$ cat src/rtl/imem_loader_if.sv
// Byte-stream input and IMEM write-port bundle for the program loader.
// The loader takes the slave side; the stream source / memory takes master.
interface imem_loader_if #(
  parameter int INSTR_W = 8,
  parameter int ADDR_W  = 8
);
  logic [7:0]         in_data;
  logic               in_valid;
  logic               in_ready;
  logic               mem_we;
  logic [ADDR_W-1:0]  mem_addr;
  logic [INSTR_W-1:0] mem_wdata;

  modport master (
    output in_data, in_valid,
    input  in_ready, mem_we, mem_addr, mem_wdata
  );

  modport slave (
    input  in_data, in_valid,
    output in_ready, mem_we, mem_addr, mem_wdata
  );
endinterface

$ cat src/rtl/imem_loader.sv
// Instruction memory loader: LEN / data words / CHK frame into IMEM.
// Keeps the CPU held in reset until a frame with a good checksum lands.
module imem_loader #(
  parameter int INSTR_W = 8,
  parameter int ADDR_W  = 8
) (
  input  logic            clk,
  input  logic            rst,
  input  logic            load_start,
  imem_loader_if.slave    bus,
  output logic            cpu_hold,
  output logic            busy,
  output logic            done,
  output logic            err,
  output logic [ADDR_W:0] words_loaded
);
  localparam int BPW = INSTR_W / 8;

  typedef enum logic [2:0] {
    IDLE, LEN, DATA, CHK, DONE, ERR
  } state_t;

  state_t state, nstate;

  logic [7:0]         n_words;
  logic [7:0]         sum;
  logic [7:0]         byte_cnt;
  logic [ADDR_W-1:0]  addr;
  logic [ADDR_W:0]    wcnt;
  logic [INSTR_W-1:0] word;
  logic [INSTR_W-1:0] nword;
  logic               accept;
  logic               last_byte;
  logic               last_word;
  logic               too_long;

  assign accept    = bus.in_valid && bus.in_ready;
  assign nword     = (word << 8) | INSTR_W'(bus.in_data);
  assign last_byte = byte_cnt == 8'(BPW - 1);
  assign last_word = 32'(wcnt) + 32'd1 == 32'(n_words);
  assign too_long  = 32'(bus.in_data) > (32'd1 << ADDR_W);

  assign bus.in_ready  = state inside {LEN, DATA, CHK};
  assign busy          = state inside {LEN, DATA, CHK};
  assign cpu_hold      = state inside {LEN, DATA, CHK, ERR};
  assign done          = state == DONE;
  assign err           = state == ERR;
  assign words_loaded  = wcnt;

  // State register
  always_ff @(posedge clk or posedge rst) begin
    if (rst) state <= IDLE;
    else     state <= nstate;
  end

  // Next-state: load_start always restarts at LEN, even mid-frame
  always_comb begin
    nstate = state;
    if (load_start) begin
      nstate = LEN;
    end else begin
      case (state)
        LEN: if (accept) begin
          if (too_long)                nstate = ERR;
          else if (bus.in_data == '0)  nstate = CHK;
          else                         nstate = DATA;
        end
        DATA: if (accept && last_byte && last_word)
          nstate = CHK;
        CHK: if (accept)
          nstate = (bus.in_data == sum) ? DONE : ERR;
        default: ;
      endcase
    end
  end

  // Datapath: byte assembly, checksum, one-cycle-late IMEM write
  always_ff @(posedge clk or posedge rst) begin
    if (rst) begin
      n_words       <= '0;
      sum           <= '0;
      byte_cnt      <= '0;
      addr          <= '0;
      wcnt          <= '0;
      word          <= '0;
      bus.mem_we    <= 1'b0;
      bus.mem_addr  <= '0;
      bus.mem_wdata <= '0;
    end else begin
      bus.mem_we <= 1'b0;
      if (load_start) begin
        byte_cnt <= '0;
      end else if (accept) begin
        case (state)
          LEN: begin
            n_words  <= bus.in_data;
            sum      <= bus.in_data;
            addr     <= '0;
            wcnt     <= '0;
            byte_cnt <= '0;
          end
          DATA: begin
            sum  <= sum + bus.in_data;
            word <= nword;
            if (last_byte) begin
              byte_cnt      <= '0;
              bus.mem_we    <= 1'b1;
              bus.mem_addr  <= addr;
              bus.mem_wdata <= nword;
              addr          <= addr + 1'b1;
              wcnt          <= wcnt + 1'b1;
            end else begin
              byte_cnt <= byte_cnt + 8'd1;
            end
          end
          default: ;
        endcase
      end
    end
  end
endmodule

$ cat src/flat_wrapper.sv
// flat-port wrapper written by rule: the top's interface ports become plain ports
module imem_loader_flat 
#(
  parameter int INSTR_W = 8,
  parameter int ADDR_W  = 8
)
  (clk, rst, load_start, cpu_hold, busy, done, err, words_loaded, bus_in_data, bus_in_valid, bus_in_ready, bus_mem_we, bus_mem_addr, bus_mem_wdata);
  imem_loader_if #(.INSTR_W(INSTR_W), .ADDR_W(ADDR_W)) bus_i ();
  input  logic clk;
  input  logic rst;
  input  logic load_start;
  output logic cpu_hold;
  output logic busy;
  output logic done;
  output logic err;
  output logic [ADDR_W:0] words_loaded;
  input wire logic [$bits(bus_i.in_data)-1:0] bus_in_data;
  input wire logic [$bits(bus_i.in_valid)-1:0] bus_in_valid;
  output wire logic [$bits(bus_i.in_ready)-1:0] bus_in_ready;
  output wire logic [$bits(bus_i.mem_we)-1:0] bus_mem_we;
  output wire logic [$bits(bus_i.mem_addr)-1:0] bus_mem_addr;
  output wire logic [$bits(bus_i.mem_wdata)-1:0] bus_mem_wdata;
  assign bus_i.in_data = bus_in_data;
  assign bus_i.in_valid = bus_in_valid;
  assign bus_in_ready = bus_i.in_ready;
  assign bus_mem_we = bus_i.mem_we;
  assign bus_mem_addr = bus_i.mem_addr;
  assign bus_mem_wdata = bus_i.mem_wdata;
  imem_loader #(.INSTR_W(INSTR_W), .ADDR_W(ADDR_W)) u_core (.clk(clk), .rst(rst), .load_start(load_start), .bus(bus_i), .cpu_hold(cpu_hold), .busy(busy), .done(done), .err(err), .words_loaded(words_loaded));
endmodule
$ cat config.mk
export PLATFORM = sky130hd
export DESIGN_NAME = imem_loader_flat
export DESIGN_NICKNAME = d
export VERILOG_FILES = /design/src/rtl/imem_loader_if.sv /design/src/rtl/imem_loader.sv /design/src/flat_wrapper.sv
export SDC_FILE = /design/constraint.sdc
export NUM_CORES = 1
export LEC_CHECK = 0
export CAP_MARGIN = 20
export CORE_AREA = 10 10 94 96
export CTS_CLUSTER_SIZE = 40
export DETAILED_ROUTE_END_ITERATION = 10
export DIE_AREA = 0 0 104 106
export PLACE_DENSITY = 0.73
export SETUP_SLACK_MARGIN = 0.02
export SLEW_MARGIN = 20
export SYNTH_ARGS = -nofsm -noshare
export SYNTH_HDL_FRONTEND = slang
export SYNTH_SLANG_ARGS = --single-unit
$ cat constraint.sdc
create_clock -name clk -period 2.1 [get_ports clk]
set_input_delay 0.42 -clock clk [delete_from_list [all_inputs] [get_ports clk]]
set_output_delay 0.42 -clock clk [all_outputs]
set_load 0.01 [all_outputs]
==> results of run 1 <==
layout make-up:
type,instances,area [sq um],area share (%)
timing repair buffer,90,803,17.4
tap,99,124,2.69
multi-input combinational,297,1860,40.4
inverter,14,52.6,1.14
clock inverter,5,82.6,1.79
sequential,61,1530,33.2
clock buffer,11,151,3.29
layer usage:
layer,track usage [%],routed length (microns),vias to the layer above
met4,7.16,149,0
met2,24.4,4160,84
met1,21.0,3980,1494
li1,-,-,1521
met5,0,0,-
met3,4.59,487,15
cells by family (layout without fill, tap and decap cells):
kind of cell             Yosys count  in the layout  synth area share (%)
AND/OR/NAND/NOR                  172            172                  25.0
AO/OA/AOI/OAI                     87             87                  15.9
flip-flops                        61             61                  43.7
buffers and inverters             31            120                  4.37
XOR/XNOR                          26             26                  6.52
adder cells (fa/ha/maj)           12             12                  4.51
sequential cells by signal (all words and copies together), names as in the netlist:
signal and flops:
u_core.byte_cnt 8, u_core.bus.mem_wdata 8, u_core.state 3, u_core.n_words 8
u_core.bus.mem_we 1, u_core.bus.mem_addr 8, u_core.sum 8, u_core.words_loaded 9
u_core.addr 8
power by group:
group / switching (mW) / internal [mW] / total [mW]
logic: 0.769 / 0.758 / 1.53
clock network: 0.486 / 0.732 / 1.22
registers: 0.191 / 1.39 / 1.58
stage by stage:
stage          hold slack (ns)  total power, mW  setup slack (ns)  utilization (%)
2_1_floorplan            0.460             2.49             0.167                -
3_3_place_gp             0.458             3.00            -0.262             61.0
3_5_place_dp             0.463             3.05            -0.275             61.0
4_1_cts                  0.333             4.28            0.0361             64.4
5_1_grt                  0.357             4.61            0.0215             65.3
6_report                 0.345             4.33             0.107             65.3
placed cells by master (no fill, tap or decap), types with 2 or more instances in the layout:
cell type	instances
a211oi_1	2
a21o_1	3
a21oi_1	11
a22o_1	2
a22oi_1	4
a31oi_1	6
and3_1	6
buf_12	2
buf_4	46
bufinv_16	2
clkbuf_8	11
clkdlybuf4s50_1	37
clkinvlp_4	3
dfrtp_1	57
dfrtp_2	4
dlygate4sd2_1	4
ha_1	9
inv_1	12
nand2_1	90
nand2b_1	4
nand3_1	10
nand4_1	5
nor2_1	23
nor2b_1	3
nor3_1	5
nor3b_1	2
nor4_1	2
nor4_2	2
o21ai_0	32
o21ai_1	4
o21bai_1	2
o22ai_1	6
o41ai_2	2
or3_1	3
or3b_4	2
xnor2_1	10
xor2_1	16
repair_timing:
action	in CTS	in global routing
pin swaps	0	4
setup endpoints to repair	5	6
cloned	0	0
setup buffers	1	1
resized for setup	4	18
Yosys cell counts (all sizes together), types with 4 or more instances:
| master | number | area, sq um |
|---|---|---|
| nor4 | 4 | 25.0 |
| o22ai | 6 | 37.5 |
| and3 | 6 | 37.5 |
| nand2b | 4 | 25.0 |
| nand3 | 12 | 77.6 |
| dfrtp | 61 | 1530 |
| o21ai | 37 | 189 |
| a31oi | 6 | 37.5 |
| xor2 | 16 | 140 |
| inv | 13 | 48.8 |
| clkbuf | 4 | 15.0 |
| a21oi | 12 | 60.1 |
| nand2 | 92 | 355 |
| nor2 | 24 | 106 |
| buf | 13 | 85.1 |
| ha | 11 | 138 |
| xnor2 | 10 | 87.6 |
| nor3 | 7 | 51.3 |
| nand4 | 5 | 31.3 |
| a22oi | 4 | 30.0 |
worst max-delay path, cell delays in order, from the launching register on:
cell and delay [ns]:
dfrtp_1 0.35, buf_4 0.16, nor2_1 0.05, nor2_1 0.11, clkdlybuf4s50_1 0.56
final timing paths:
path	from	endpoint	slack, ns	cells after the start
worst min register to register	u_core.bus.mem_addr[0]	u_core.bus.mem_addr[0]	0.48	2
min in group clk	bus_in_data[0]	u_core.bus.mem_wdata[0]	0.48	4
worst max register to register	u_core.words_loaded[2]	u_core.state[0]	0.16	7
worst min-delay path	rst	u_core.bus.mem_addr[6]	0.35	2
worst max-delay path	u_core.state[1]	bus_in_ready	0.11	4
max in group asynchronous	rst	u_core.state[0]	1.25	3
==> flow_metrics.env, run 1 <==
export IMPL_die_h_microns=106
export IMPL_cts_max_level=3
export IMPL_cts_sinks=61
export IMPL_antenna_cells=0
export IMPL_nets=497
export IMPL_clockBufferDepth=2
export IMPL_numCtsBuffers=9
export IMPL_maxSlewViolCount=0
export IMPL_routedWlPerCell_microns=15.2
export IMPL_grt_pass1_wl_microns=14700
export IMPL_holdBufCountCts=0
export IMPL_drc=0
export IMPL_instances_no_fill=577
export IMPL_cts_tree="built"
export IMPL_placed_cell_area_sq_um=4310
export IMPL_fmax_ghz=0.502
export IMPL_slew_headroom_pct=74.3
export IMPL_cp_end_kind="primary output"
export IMPL_dr_first_iter_drc_count=148
export IMPL_synth_cells=389
export IMPL_drt_wl_total_microns=8780
export IMPL_insertion_delay_ns=0.34
export IMPL_arrival_ns=1.57
export IMPL_final_hold_viol_count=0
export IMPL_dieArea_sq_um=11000
export IMPL_avgSynthCellArea_sq_um=8.98
export IMPL_ys_async_sr_fraction_pct=100
export IMPL_num_fill_cells=598
export IMPL_synthesis_area_sq_um=3490
export IMPL_skew_ns=0.00668
export IMPL_die_width_microns=104
export IMPL_ios=43
export IMPL_path_max_fanout=10
export IMPL_yosysWarnings=0
export IMPL_final_cell_area_sq_um=4610
export IMPL_power_leakage_nw=2.16
export IMPL_worst_pin_slew_ns=0.383
export IMPL_start_util_pct=49.5
export IMPL_globalRouteOverflowTotal=0
export IMPL_rsz0062_at_grt="false"
export IMPL_tns_ns=0
export IMPL_rows=31
export IMPL_dr_pass1_iters=4
export IMPL_critPathKind="reg2out"
export IMPL_power_density_nw_per_um2=939
export IMPL_drive_above_1_share_pct=19.5
export IMPL_ir_drop_mv=0.632
export IMPL_dominantRegCellSynth="dfrtp_1"
export IMPL_setup_viol=0
export IMPL_required_ns=1.68
export IMPL_grt_max_degree=34
export IMPL_root_buffer="clkbuf_8"
export IMPL_antenna_found_initial=0
export IMPL_syn2layout_area_growth_pct=31.9
export IMPL_coreArea_sq_um=7060
export IMPL_port_buffers=42
export IMPL_vias_per_cell=5.40
export IMPL_post_route_period_util_pct=94.9
export IMPL_synth_edf_count=0
export IMPL_synth_seq_area_share_pct=43.7
export IMPL_min_path_type="in2async"
export IMPL_dpl_cell_count=559
export IMPL_yosysUniqueCellTypes=61
export IMPL_globalplace_congestion=0.859
export IMPL_startpoint_type="flip-flop"
export IMPL_min_period_ns=1.99
export IMPL_synth_nets=413
export IMPL_path_clk_slew_ns=0.07
export IMPL_num_vias=3114
export IMPL_antenna_left=0
export IMPL_dp_hpwl_microns=6440
export IMPL_status="finished, final reports clean"
export IMPL_grt_pass1_vias=2943
export IMPL_cap_viol_max_count=0
export IMPL_ys_ff_latch=61
export IMPL_grt_total_usage_pct=16.1
(Power assumes the default switching activity.)
==> run 2: changes to the inputs <==
Clock period 2.1 ns to 2.57 ns, I/O delays scaled along.
==> flow_metrics.env, run 2 (same netlist as run 1, synthesis figures left out) <==
export IMPL_status="finished, final reports clean"
export IMPL_r2r_start="u_core.words_loaded[0]"
export IMPL_power_leakage_nw=2.00
export IMPL_grt_pass1_wl_microns=14600
export IMPL_routedWlPerCell_microns=15.6
export IMPL_nets=468
export IMPL_clockBufferDepth=2
export IMPL_cap_viol_max_count=0
export IMPL_place_ws_ns=0.0883
export IMPL_largest_register_ffs=9
export IMPL_antenna_cells=0
export IMPL_final_cell_mix="nand2_1, dfrtp_1, clkdlybuf4s50_1, o21ai_0, nor2_1"
export IMPL_num_fill_cells=631
export IMPL_grt_max_degree=40
export IMPL_r2r_slack_ns=0.39
export IMPL_die_width_microns=104
export IMPL_dr_pass1_iters=5
export IMPL_power_total_mw=3.25
export IMPL_worst_pin_slew_ns=0.599
export IMPL_cts_sinks=61
export IMPL_r2r_end="u_core.state[0]"
export IMPL_drt_wl_total_microns=8550
export IMPL_critPathKind="reg2out"
export IMPL_rsz0062_at_grt="false"
export IMPL_layout_setup_ws_ns=0.172
export IMPL_cts_tree="built"
export IMPL_reg2reg_depth=7
export IMPL_fmax_ghz=0.417
export IMPL_setup_worst_path_end="busy"
export IMPL_cp_end_kind="primary output"
export IMPL_final_common_cell="nand2_1"
export IMPL_grt_pass1_vias=2934
export IMPL_dp_hpwl_microns=6110
export IMPL_post_cts_setup_buffer_count=0
export IMPL_dr_first_iter_drc_count=207
export IMPL_drive_above_1_share_pct=11.6
export IMPL_antenna_found_initial=0
export IMPL_insertion_delay_ns=0.34
export IMPL_path_max_fanout=20
export IMPL_num_vias=3026
export IMPL_globalRouteOverflowTotal=0
export IMPL_min_path_type="reg2reg"
export IMPL_rows=31
export IMPL_path_clk_slew_ns=0.08
export IMPL_start_util_pct=49.5
export IMPL_grt_total_usage_pct=15.6
export IMPL_slew_headroom_pct=60.1
export IMPL_skew_ns=0.0105
export IMPL_post_route_period_util_pct=93.3
export IMPL_min_from="u_core.bus.mem_addr[0]"
export IMPL_root_buffer="clkbuf_8"
export IMPL_setup_viol=0
export IMPL_arrival_ns=1.88
export IMPL_min_period_ns=2.40
export IMPL_power_density_nw_per_um2=754
export IMPL_port_buffers=42
export IMPL_drc=0
export IMPL_ir_drop_mv=0.547
export IMPL_globalplace_congestion=0.865
export IMPL_maxSlewViolCount=0
export IMPL_startpoint_type="flip-flop"
export IMPL_die_h_microns=106
export IMPL_required_ns=2.06
export IMPL_syn2layout_area_growth_pct=23.2
export IMPL_antenna_left=0
export IMPL_ios=43
export IMPL_vias_per_cell=5.52
export IMPL_coreArea_sq_um=7060
export IMPL_final_hold_viol_count=0
export IMPL_dieArea_sq_um=11000
export IMPL_numCtsBuffers=9
export IMPL_setup_worst_path_start="u_core.state[0]"
export IMPL_cts_max_level=3
export IMPL_tns_ns=0
run 2: cell type report:
class                   instances  area [sq um]  share of cell area, %
clock inverters                 7          73.8                   1.71
clock buffers                   9           124                   2.88
inverters                      14          52.6                   1.22
flip-flops and latches         61          1530                   35.5
repair buffers                 61           588                   13.7
multi-input cells             297          1820                   42.2
well taps                      99           124                   2.88
run 2: worst min-delay path by stage:
stage | to | slack (ns) | depth (start not counted)
after floorplan | u_core.bus.mem_addr[7] | 0.46 | 2
after global placement | u_core.bus.mem_addr[1] | 0.46 | 2
after detailed placement | u_core.bus.mem_wdata[2] | 0.46 | 2
after CTS | u_core.bus.mem_addr[1] | 0.49 | 2
after global routing | u_core.bus.mem_addr[0] | 0.51 | 2
final | u_core.bus.mem_addr[0] | 0.48 | 2
run 2: layer usage:
metal,wire length [microns],GRT usage [%],up-vias
li1,-,-,1465
met5,0,0,-
met4,139,7.46,0
met2,3990,23.9,95
met1,3920,20.5,1455
met3,500,3.38,11
run 2: report_power, final:
part	switching (mW)	internal (mW)	total [mW]	leakage, nW
sequential	0.186	1.14	1.32	0.812
clock	0.413	0.452	0.865	0.100
combinational	0.544	0.517	1.06	1.09
total	1.14	2.10	3.25	2.00
run 2: worst max-delay path: stages (launching register included):
cell	delay, ns
dfrtp_1	0.73
nor2_1	0.11
nor2_1	0.14
clkdlybuf4s50_1	0.56
run 2: per-stage QoR:
step                hold WS [ns]  instance area (sq um)  utilization [%]  cells
global route               0.506                   4310             61.0    548
detailed placement         0.461                   4110             58.2    532
global placement           0.460                   4110             58.2    532
floorplan                  0.460                   3490                -    389
finish                     0.481                   4310             61.0    548
CTS                        0.486                   4300             61.0    548
run 2: what timing repair did:
action,4_1_cts,5_1_grt
setup endpoints to repair,0,2
resized for setup,0,1
hold buffers,0,0
hold endpoints to repair,0,0
